<file path="src/rtl/cr_mux_rr_arb.sv">
// cr_mux_rr_arb: round-robin arbiter driving a shared AND-OR mux between
// N valid/ready requesters and a single sink channel.
// The grant is combinational from in_valid and the rotating pointer. Once a
// beat stalls, the grant is held until that beat completes.
// Optional build macro: CR_MUX_RR_ARB_PKT_EN. When it is defined, a grant is
// held from the first beat of a packet through its eop beat. When it is not
// defined, arbitration happens on every beat and in_eop only feeds out_eop.
//
// state   | meaning
// --------+---------------------------------------------------------------
// ST_OPEN | grant follows the round-robin search starting at ptr_q
// ST_LOCK | grant pinned to lock_gnt_q (stalled beat or open packet)
module cr_mux_rr_arb #(
  parameter int N  = 4,
  parameter int DW = 32
) (
  input  logic            clk,
  input  logic            rst_n,
  input  logic [N-1:0]    in_valid,
  input  logic [N*DW-1:0] in_data,
  input  logic [N-1:0]    in_eop,
  output logic [N-1:0]    in_ready,
  output logic            out_valid,
  output logic [DW-1:0]   out_data,
  output logic            out_eop,
  input  logic            out_ready,
  output logic [N-1:0]    out_grant
);

  localparam int PW = (N > 1) ? $clog2(N) : 1;

  typedef enum logic {
    ST_OPEN = 1'b0,
    ST_LOCK = 1'b1
  } state_t;

  state_t        state_q, state_d;
  logic [PW-1:0] ptr_q, ptr_d;
  logic [N-1:0]  lock_gnt_q, lock_gnt_d;

  logic [N-1:0]  rr_gnt;
  logic [N-1:0]  grant;
  logic [PW-1:0] win_idx;
  logic [PW-1:0] ptr_nxt;
  logic          xfer;
  logic          lock_drop;

  // Rotating priority search: the first valid requester at or after ptr_q wins.
  always_comb begin
    logic found;
    int   idx;
    rr_gnt = '0;
    found  = 1'b0;
    idx    = 0;
    for (int k = 0; k < N; k++) begin
      idx = int'(ptr_q) + k;
      if (idx >= N) begin
        idx = idx - N;
      end
      if (!found && in_valid[idx]) begin
        rr_gnt[idx] = 1'b1;
        found       = 1'b1;
      end
    end
  end

  // The effective grant is forced to zero while reset is asserted, so every
  // output is quiet even when requesters are already driving valid.
  always_comb begin
    grant = '0;
    if (rst_n) begin
      grant = (state_q == ST_LOCK) ? lock_gnt_q : rr_gnt;
    end
  end

  // Encode the one-hot grant to an index and compute the wrapped successor.
  always_comb begin
    win_idx = '0;
    for (int i = 0; i < N; i++) begin
      if (grant[i]) begin
        win_idx = PW'(i);
      end
    end
    ptr_nxt = (win_idx == PW'(N - 1)) ? '0 : win_idx + PW'(1);
  end

  // AND-OR datapath: at most one grant term is non-zero.
  always_comb begin
    out_data = '0;
    for (int i = 0; i < N; i++) begin
      out_data = out_data | (in_data[i*DW +: DW] & {DW{grant[i]}});
    end
  end

  assign out_eop   = |(in_eop & grant);
  assign out_valid = |(in_valid & grant);
  assign in_ready  = grant & {N{out_ready}};
  assign out_grant = grant;
  assign xfer      = out_valid & out_ready;

  // A locked requester that lets go of valid before its beat moves is a
  // protocol error. The lock is released and the pointer is left unchanged.
  assign lock_drop = (state_q == ST_LOCK) && !(|(in_valid & lock_gnt_q));

  // Next-state logic for the lock FSM and the round-robin pointer.
  always_comb begin
    state_d    = state_q;
    ptr_d      = ptr_q;
    lock_gnt_d = lock_gnt_q;
    if (lock_drop) begin
      state_d    = ST_OPEN;
      lock_gnt_d = '0;
    end else if (out_valid && !out_ready) begin
      state_d    = ST_LOCK;
      lock_gnt_d = grant;
    end else if (xfer) begin
`ifdef CR_MUX_RR_ARB_PKT_EN
      if (!out_eop) begin
        state_d    = ST_LOCK;
        lock_gnt_d = grant;
      end else begin
        state_d    = ST_OPEN;
        lock_gnt_d = '0;
        ptr_d      = ptr_nxt;
      end
`else
      state_d    = ST_OPEN;
      lock_gnt_d = '0;
      ptr_d      = ptr_nxt;
`endif
    end
  end

  // State register. Asserting reset drops any in-flight lock at once.
  always_ff @(posedge clk or negedge rst_n) begin
    if (!rst_n) begin
      state_q    <= ST_OPEN;
      ptr_q      <= '0;
      lock_gnt_q <= '0;
    end else begin
      state_q    <= state_d;
      ptr_q      <= ptr_d;
      lock_gnt_q <= lock_gnt_d;
    end
  end

endmodule

</file>
<file path="config.mk">
export PLATFORM = sky130hd
export DESIGN_NAME = cr_mux_rr_arb
export DESIGN_NICKNAME = d
export VERILOG_FILES = /design/src/rtl/cr_mux_rr_arb.sv
export SDC_FILE = /design/constraint.sdc
export NUM_CORES = 1
export LEC_CHECK = 0
export CORE_MARGIN = 2
export CORE_UTILIZATION = 28
export DETAILED_ROUTE_END_ITERATION = 8
export PLACE_DENSITY = 0.82
export REMOVE_ABC_BUFFERS = 1
export SLEW_MARGIN = 25
export SYNTH_ARGS = -nofsm -noshare
export SYNTH_HDL_FRONTEND = slang
export SYNTH_SLANG_ARGS = --single-unit
</file>
<file path="constraint.sdc">
create_clock -name clk -period 4.4 [get_ports clk]
set_input_delay 0.88 -clock clk [delete_from_list [all_inputs] [get_ports clk]]
set_output_delay 0.88 -clock clk [all_outputs]
set_load 0.005 [all_outputs]
</file>
* Yosys cells after proc, flatten, opt, wreduce, memory -nomap -nowiden
Cells that the tools add are included.
** Word-level totals
- Word-level logic and storage cells :: 103
- Bits of input ports :: 139
- Output and inout port bits :: 42
- Bits in registers :: 7
** Operators by class
- Bitwise logic cells :: 17
- Multiplexer cells :: 43
- Reductions and logical operators :: 19
- $add $sub $neg :: 8
- $lt $le $gt $ge :: 12
- Eq/ne operators :: 1
** Operators by type and width (count)
- 32-bit AND :: 4
- 32-bit by 1-bit >= comparator with 1-bit output, second input constant :: 4
- 32-bit by 4-bit < comparator with 1-bit output, second input constant :: 4
- 32-bit two-way mux :: 4
- 32-bit OR :: 3
- 4-bit two-way mux :: 9
- 1-bit two-way mux :: 19
- 4-bit AND :: 4
- 4-bit OR :: 3
- 4-bit OR reduction :: 3
- 3-bit by 3-bit subtractor with 4-bit output, second input constant :: 3
- 3-bit >= comparator, second input constant :: 3
- 1-bit logical AND :: 9
- 1-bit binary-select mux with 2-bit select :: 4
- 1-bit demux with 2-bit select :: 4
- 2-bit by 2-bit adder with 3-bit output, second input constant :: 2
- 2-bit two-way mux :: 3
- 1-bit logical NOT :: 5
- 2-bit by 3-bit subtractor with 4-bit output, second input constant :: 1
- 2-bit by 1-bit adder with 3-bit output, second input constant :: 1
- 2-bit by 3-bit >= comparator with 1-bit output, second input constant :: 1
- 3-bit AND reduction :: 1
- 3-bit nonzero test :: 1
- 2-bit by 1-bit adder with 2-bit output, second input constant :: 1
- 3 further kinds :: 4

* Longest topological paths before layout
Gate-level depths: netlist of run 1.
- Word-level depth :: 23
- Gate-level depth with buffers :: 12
- Mapped depth without buffers :: 9

* Worst setup path before layout of run 1
OpenSTA, ideal clock, no wires.
- Path type :: in2out
- From :: in in_valid[1]
- To :: out out_data[0]
- Buffers on the path :: 3
- Setup slack :: 0.714 ns
- Stages on the path :: 9
- Required time :: 3.520 ns
- Data arrival time :: 2.806 ns
- Cells stage by stage :: buf_4 nor2b_1 mux4_2 and3_1 o41a_1 clkbuf_1 clkbuf_1 a22oi_1 nand2_1
** Between the ends
- Word-level cells in the longest chain between the ends :: 19
- Elaborated cells on any way between the ends :: 37
- Those cells by class :: 21 x mux; 10 x bitwise; 6 x reduce/logical
** RTL lines
- from (decl) :: line 19 : input logic [N-1:0] in_valid,
- 1-bit binary-select mux with 2-bit select :: line 60 : if (!found && in_valid[idx]) begin
- 1-bit two-way mux (implied by the code) (2 in a row) :: line 60
- 1-bit two-way mux :: line 60
- 1-bit logical NOT :: line 60
- 1-bit logical AND :: line 60
- 1-bit two-way mux :: line 60
- 1-bit logical NOT :: line 60
- 1-bit logical AND :: line 60
- 1-bit two-way mux :: line 60
- 1-bit logical NOT :: line 60
- 1-bit logical AND :: line 60
- 4-bit two-way mux * :: line 60
- 4-bit two-way mux * :: line 72 : grant = (state_q == ST_LOCK) ? lock_gnt_q : rr_gnt;
- 4-bit two-way mux * :: line 71 : if (rst_n) begin
- via out_grant[1] :: line 27 : output logic [N-1:0] out_grant
- 32-bit AND * :: line 91 : out_data = out_data | (in_data[i*DW +: DW] & {DW{grant[i]}});
- 32-bit OR * (3 in a row) :: line 91
- to (decl) :: line 24 : output logic [DW-1:0] out_data,
The timed path passes the listed nets; every way through them passes the cells marked *. The select of a mux whose other input is x is not followed.

* Worst setup path in the final report of run 1
- From :: in in_valid[2]
- To :: out out_data[29]
** Between the ends
- Word-level cells in the longest chain between the ends :: 19
- Elaborated cells on any way between the ends :: 37
- Those cells by class :: 21 x mux; 10 x bitwise; 6 x reduce/logical
** RTL lines (line)
- 1-bit binary-select mux with 2-bit select :: 60
- 1-bit two-way mux (implied by the code) (2 in a row) :: 60
- 1-bit two-way mux :: 60
- 1-bit logical NOT :: 60
- 1-bit logical AND :: 60
- 1-bit two-way mux :: 60
- 1-bit logical NOT :: 60
- 1-bit logical AND :: 60
- 1-bit two-way mux :: 60
- 1-bit logical NOT :: 60
- 1-bit logical AND :: 60
- 4-bit two-way mux * :: 60
- 4-bit two-way mux * :: 72
- 4-bit two-way mux * :: 71
- 32-bit AND :: 91
- 32-bit OR (2 in a row) :: 91
- 32-bit OR * :: 91
Mark *: on every way between the ends. The rest lies on a longest branch, timed or not. The select of a mux whose other input is x is not followed.

==> impl_metrics.yaml, run 1 <==
detailed_routing:
  drtAntennaViolNets: 0
  drc: 0
  wl_per_cell_um: 18.1
  drtPass1Iterations: 5
  drtIter0Drc: 157
  wl_mm: 8.88
  via_count: 2668
  via_per_inst: 5.43
timing:
  max_slew_margin: 0.691
  min_period_over_period: 0.984
  slew_viol_final: 0
  max_slew.worst_pin.slew_ns: 0.464
  whs_ns: 0.548
  fmax_mhz: 231
  finalClockSkew_ns: 0.00652
  min_period_ns: 4.33
  report.final.setup_viol: 0
  rsz0062_at_grt: "no"
  timing.final.hold_violations: 0
  finalSetupTns_ns: 0
clock_tree:
  cts_tree: "yes"
  clock_path_buffers: 2
  cts_root_buf: "clkbuf_8"
  htreeDepth: 1
  cts_made_buffers: 3
  cts_sinks: 7
  clk_pin_slew_ns: 0.04
  insertion_delay_ns: 0.23
  hold_buffers: 0
yosys:
  synth-xor-area-share: 0
  yosys_warnings: 0
  synthAdderAreaFrac: 0.0309
  yosys.area_share.simple: 0.286
  yosysTopAreaCellShare: 0.306
  synth-main-ff-cell: "dfrtp_1"
  synth.avg_cell_area_sq_um: 7.17
  synthArstFlopShare: 1.00
  synth_area_sq_um: 1620
  synthMuxAreaShare: 0.0695
  ys_types: 42
  netlist_top_cells_area: "a22oi_1 (31%), dfrtp_1 (11%), nand2_1 (10%)"
  synth_edf_count: 0
  postSynthCellCount: 226
  yosys.area.top_type: "a22oi_1"
  seq_area_frac_synth: 0.108
  synth_compound_area_frac: 0.418
  ys_seq_elements: 7
  synth_top_family_by_area: "compound AO/OA/AOI/OAI gates"
layout:
  fillers: 446
  fin_util: 0.702
  final_common_cell: "clkdlybuf4s50_1"
  antenna_cells: 0
  final_cells: 491
  most-common-layout-cells: "clkdlybuf4s50_1 (165), a22oi_1 (57), nand2_1 (44), buf_4 (21), dlymetal6s2s_1 (10)"
  area_growth_pct: 140
  fin_nets: 563
  drive_gt1_frac: 0.146
critical_path:
  max_stage_delay_ns: 0.50
  cp-startpoint: "in_valid[2]"
  reg2reg_slack_ns: 1.29
  worstSetupPathType: "in2out"
  slowest_stage: "mux4_2"
  end_kind: "output pin"
  crit_path_start_kind: "input pin"
  path_cells: "dlygate4sd2_1 -> nor2b_1 -> mux4_2 -> and3_4 -> o41a_1 -> buf_6 -> buf_16 -> a22oi_1 -> nand2_1 -> clkdlybuf4s50_1"
  required_ns: 3.52
  r2r-start: "ptr_q[1]"
  cp.arrival_ns: 3.45
  crit_path_max_fanout: 13
  reg2reg_depth: 11
  reg2reg_to: "ptr_q[0]"
floorplanning:
  core_sq_um: 5540
  start_util: 0.292
  boundaryPins: 181
  die_area_sq_um: 6410
  die_h_um: 80.1
  rows: 27
  die_x_um: 80.1
power:
  power_switching_uw: 869
  p_clk_frac: 0.044
  pwr-share-comb: 0.898
  intPower_uw: 1200
  power_leakage_uw: 0.00169
  ir_worst_vdd_uv: 306
  netSwitchingFraction: 0.419
  power_frac_seq: 0.058
  power_density_nw_per_um2: 534
run_status:
  status: "finished, final reports clean"
place:
  hpwl_mm: 7.44
  place.gp.congestion: 1.04
  place.port_buffers: 180
  dp_cells: 485
global_routing:
  antenna_found_initial: 0
  gr-total-overflow: 0
  grt_max_degree: 27
  grt_use_total: 0.276
  grt_pass1_vias: 2691
  grt_pass1_wl_mm: 13.8
hold_path:
  hold_end: "lock_gnt_q[2]"
  min_path_cells: 2
  hp-class: "reg2reg"
  hp-start: "lock_gnt_q[2]"
run:
  cap_violations: 0
-- worst max-delay path, delay by kind of cell --
kind                   cells  cell delay, ns
AND/OR/NAND/NOR            3            0.41
AO/OA/AOI/OAI              2            0.62
multiplexers               1            0.50
buffers and inverters      4            1.05
-- synthesized netlist by cell type (4+ instances only) --
cell and count:
ha_1 4, nand4_1 4, nor2_1 4, and2_1 8
inv_1 7, nand3_1 4, dfrtp_1 7, clkbuf_1 12
a21oi_1 6, a22oi_1 66, nor2b_1 5, nand2b_1 4
nand2_1 44
-- kinds of logic (layout without fill, tap and decap cells) --
logic type,after synthesis,after routing
buffers and inverters,29,222
flip-flops,7,7
AO/OA/AOI/OAI,90,90
multiplexers,7,7
adder cells (fa/ha/maj),4,4
AND/OR/NAND/NOR,89,89
-- worst max-delay path by stage --
stage	endpoint	slack, ns	cells after the start
2_1_floorplan	out_data[0]	-0.22	7
3_3_place_gp	out_data[19]	-0.31	9
3_5_place_dp	out_data[19]	-0.35	9
4_1_cts	out_data[5]	-0.01	10
5_1_grt	out_data[21]	0.002	12
6_report	out_data[29]	0.07	10
-- metrics by stage --
step	power [uW]	area (sq um)	setup WS (ns)
floorplan	830	1510	-0.223
global placement	1870	3710	-0.308
detailed placement	1890	3710	-0.346
CTS	2050	3820	-0.0133
global route	2230	3890	0.00169
finish	2070	3890	0.0701
-- timing repair --
item	in CTS	in global routing
hold endpoints to repair	0	0
cloned	1	0
endpoints found under the setup margin	35	32
pin swaps	1	3
buffers inserted	0	1
resized for setup	16	27
-- registers in the layout, summed over array words and instances, names as in the netlist --
register    flops
state_q         1
lock_gnt_q      4
ptr_q           2
-- metal layers --
| layer | global-route usage | vias to the layer above | part of all wire | wire length (um) |
|---|---|---|---|---|
| met5 | 0 | - | 0 | 0 |
| met4 | 0.0627 | 0 | 0.022 | 193 |
| met3 | 0.0483 | 16 | 0.095 | 843 |
| met2 | 0.454 | 179 | 0.46 | 4120 |
| met1 | 0.375 | 1210 | 0.42 | 3720 |
| li1 | - | 1263 | - | - |
-- layout make-up --
cell class,instances,area (sq um),share of cell area
clock buffers,4,45.0,0.0116
inverters,7,26.3,0.00676
multi-input cells,190,1390,0.358
flip-flops and latches,7,175,0.0451
well taps,72,90.1,0.0232
repair buffers,211,2160,0.555
-- power by group through the flow --
stage	clock network [uW]	logic, uW	registers, uW
final	91.2	1860	119
after global routing	97.9	2010	123
after CTS	93.2	1840	117
after detailed placement	0	1770	119
after global placement	0	1750	117
after floorplan	0	715	116
No activity file was read; power rests on OpenSTA's default activity.
==> run 2, diff against run 1 <==
--- a/config.mk
+++ b/config.mk
@@ -10,6 +10,7 @@
 export DETAILED_ROUTE_END_ITERATION = 8
 export PLACE_DENSITY = 0.82
 export REMOVE_ABC_BUFFERS = 1
+export SETUP_SLACK_MARGIN = 0.02
 export SLEW_MARGIN = 25
 export SYNTH_ARGS = -nofsm -noshare
 export SYNTH_HDL_FRONTEND = slang
==> run 2 against run 1 <==
  * Worst setup slack better by 0.0073 ns
  * First-iteration DRC count is 24% higher
  * Count of clock-buffer cells in the layout stayed put
  * Power is 0.50% lower
  * Hold slack better by 0.0011 ns
==> impl_metrics.yaml, run 2 (same netlist as run 1, synthesis figures left out) <==
run_status:
  status: "finished, final reports clean"
power:
  power_leakage_uw: 0.00177
  ir_worst_vdd_uv: 306
  power_density_nw_per_um2: 529
  fin_total_pwr_uw: 2060
layout:
  regMostFlops: "lock_gnt_q"
  largest_reg_flops: 4
  final_common_cell: "clkdlybuf4s50_1"
  antenna_cells: 0
  reg_top3: "lock_gnt_q: 4 flops, ptr_q: 2 flops, state_q: 1 flops"
  area_growth_pct: 141
  fin_nets: 563
  most-common-layout-cells: "clkdlybuf4s50_1 (159), a22oi_1 (57), nand2_1 (44), buf_4 (21), dlymetal6s2s_1 (16)"
  drive_gt1_frac: 0.146
clock_tree:
  clk_pin_slew_ns: 0.04
  clock_path_buffers: 2
  cts_tree: "yes"
  hold_buffers: 0
  cts_root_buf: "clkbuf_8"
  htreeDepth: 1
  insertion_delay_ns: 0.23
  cts_sinks: 7
  cts_made_buffers: 3
critical_path:
  path_cells: "dlygate4sd2_1 -> nor2b_1 -> mux4_2 -> and3_4 -> o41a_1 -> buf_12 -> a22oi_1 -> nand2_1 -> clkdlybuf4s50_1"
  reg2reg_slack_ns: 1.29
  crit_path_start_kind: "input pin"
  crit_path_max_fanout: 13
  required_ns: 3.52
  max_stage_delay_ns: 0.50
  end_kind: "output pin"
  slowest_stage: "mux4_2"
  worstSetupPathType: "in2out"
  cp.arrival_ns: 3.44
detailed_routing:
  drtAntennaViolNets: 0
  via_per_inst: 5.45
  wl_mm: 8.91
  drtIter0Drc: 195
  drtPass1Iterations: 5
  drc: 0
  via_count: 2674
  wl_per_cell_um: 18.1
timing:
  whs_ns: 0.549
  min_period_ns: 4.32
  timing.final.hold_violations: 0
  max_slew.worst_pin.slew_ns: 0.464
  finalClockSkew_ns: 0.00652
  setup_ws_ns: 0.0774
  max_slew_margin: 0.691
  min_period_over_period: 0.982
  rsz0062_at_grt: "no"
  fmax_mhz: 231
  report.final.setup_viol: 0
  slew_viol_final: 0
floorplanning:
  rows: 27
  core_sq_um: 5540
  boundaryPins: 181
  start_util: 0.292
  die_h_um: 80.1
  die_area_sq_um: 6410
  die_x_um: 80.1
global_routing:
  grt_pass1_vias: 2691
  grt_pass1_wl_mm: 13.8
  gr-total-overflow: 0
  antenna_found_initial: 0
  grt_max_degree: 27
  grt_use_total: 0.276
run:
  cap_violations: 0
place:
  dp_slack_ns: -0.346
  place.gp.congestion: 1.04
  place.port_buffers: 180
  hpwl_mm: 7.44
hold_path:
  hp-class: "reg2reg"
-- run 2: changes by cell type in the layout (fill, tap and decap cells not counted), sizes merged --
cell,change
dlymetal6s2s,+6
clkdlybuf4s50,-6
-- run 2: what timing repair did --
action	4_1_cts	5_1_grt
setup endpoints to repair	36	32
buffers inserted	0	1
hold endpoints to repair	0	0
gates cloned	1	0
pin swaps	1	3
gates resized for setup	16	33
-- run 2: worst paths after layout --
path,endpoint,start,cells after the start
setup / recovery,out_eop,in_valid[2],9
hold / removal,lock_gnt_q[2],lock_gnt_q[2],2
setup reg to reg,ptr_q[0],ptr_q[1],11
hold reg to reg,lock_gnt_q[2],lock_gnt_q[2],2
max in group asynchronous,state_q,rst_n,2
min in group asynchronous,ptr_q[1],rst_n,1
-- run 2: through the flow --
step / util / area, sq um / instances / TNS [ns]
2_1_floorplan: - / 1510 / 204 / -7.47
3_3_place_gp: 0.669 / 3710 / 485 / -4.98
3_5_place_dp: 0.669 / 3710 / 485 / -7.02
4_1_cts: 0.690 / 3820 / 490 / -0.0305
5_1_grt: 0.704 / 3900 / 491 / 0
6_report: 0.704 / 3900 / 491 / 0
-- run 2: worst max-delay path, delay by kind of cell --
| family | cells | cell delay [ns] |
|---|---|---|
| buffers and inverters | 3 | 0.96 |
| AO/OA/AOI/OAI | 2 | 0.67 |
| multiplexers | 1 | 0.50 |
| AND/OR/NAND/NOR | 3 | 0.43 |
-- run 2: layout make-up --
cell class | count | area, sq um
Clock buffer | 4 | 45.0
Fill cell | 446 | 1640
Inverter | 7 | 26.3
Multi-Input combinational cell | 190 | 1390
Sequential cell | 7 | 175
Tap cell | 72 | 90.1
Timing Repair Buffer | 211 | 2170
-- run 2: per-layer routing --
layer | global-route usage | wire (um) | part of all wire | vias up
met1 | 0.375 | 3760 | 0.42 | 1215
met3 | 0.0483 | 841 | 0.094 | 20
met5 | 0 | 0 | 0 | -
met2 | 0.454 | 4110 | 0.46 | 177
met4 | 0.0627 | 197 | 0.022 | 0
li1 | - | - | - | 1262
-- run 2: where the power goes --
group	total, uW	internal [uW]	leakage, uW	switching, uW
Clock	91.2	62.8	0.0000228	28.4
Sequential	119	89.0	0.0000913	30.4
Combinational	1850	1040	0.00165	812
Total	2060	1190	0.00177	871
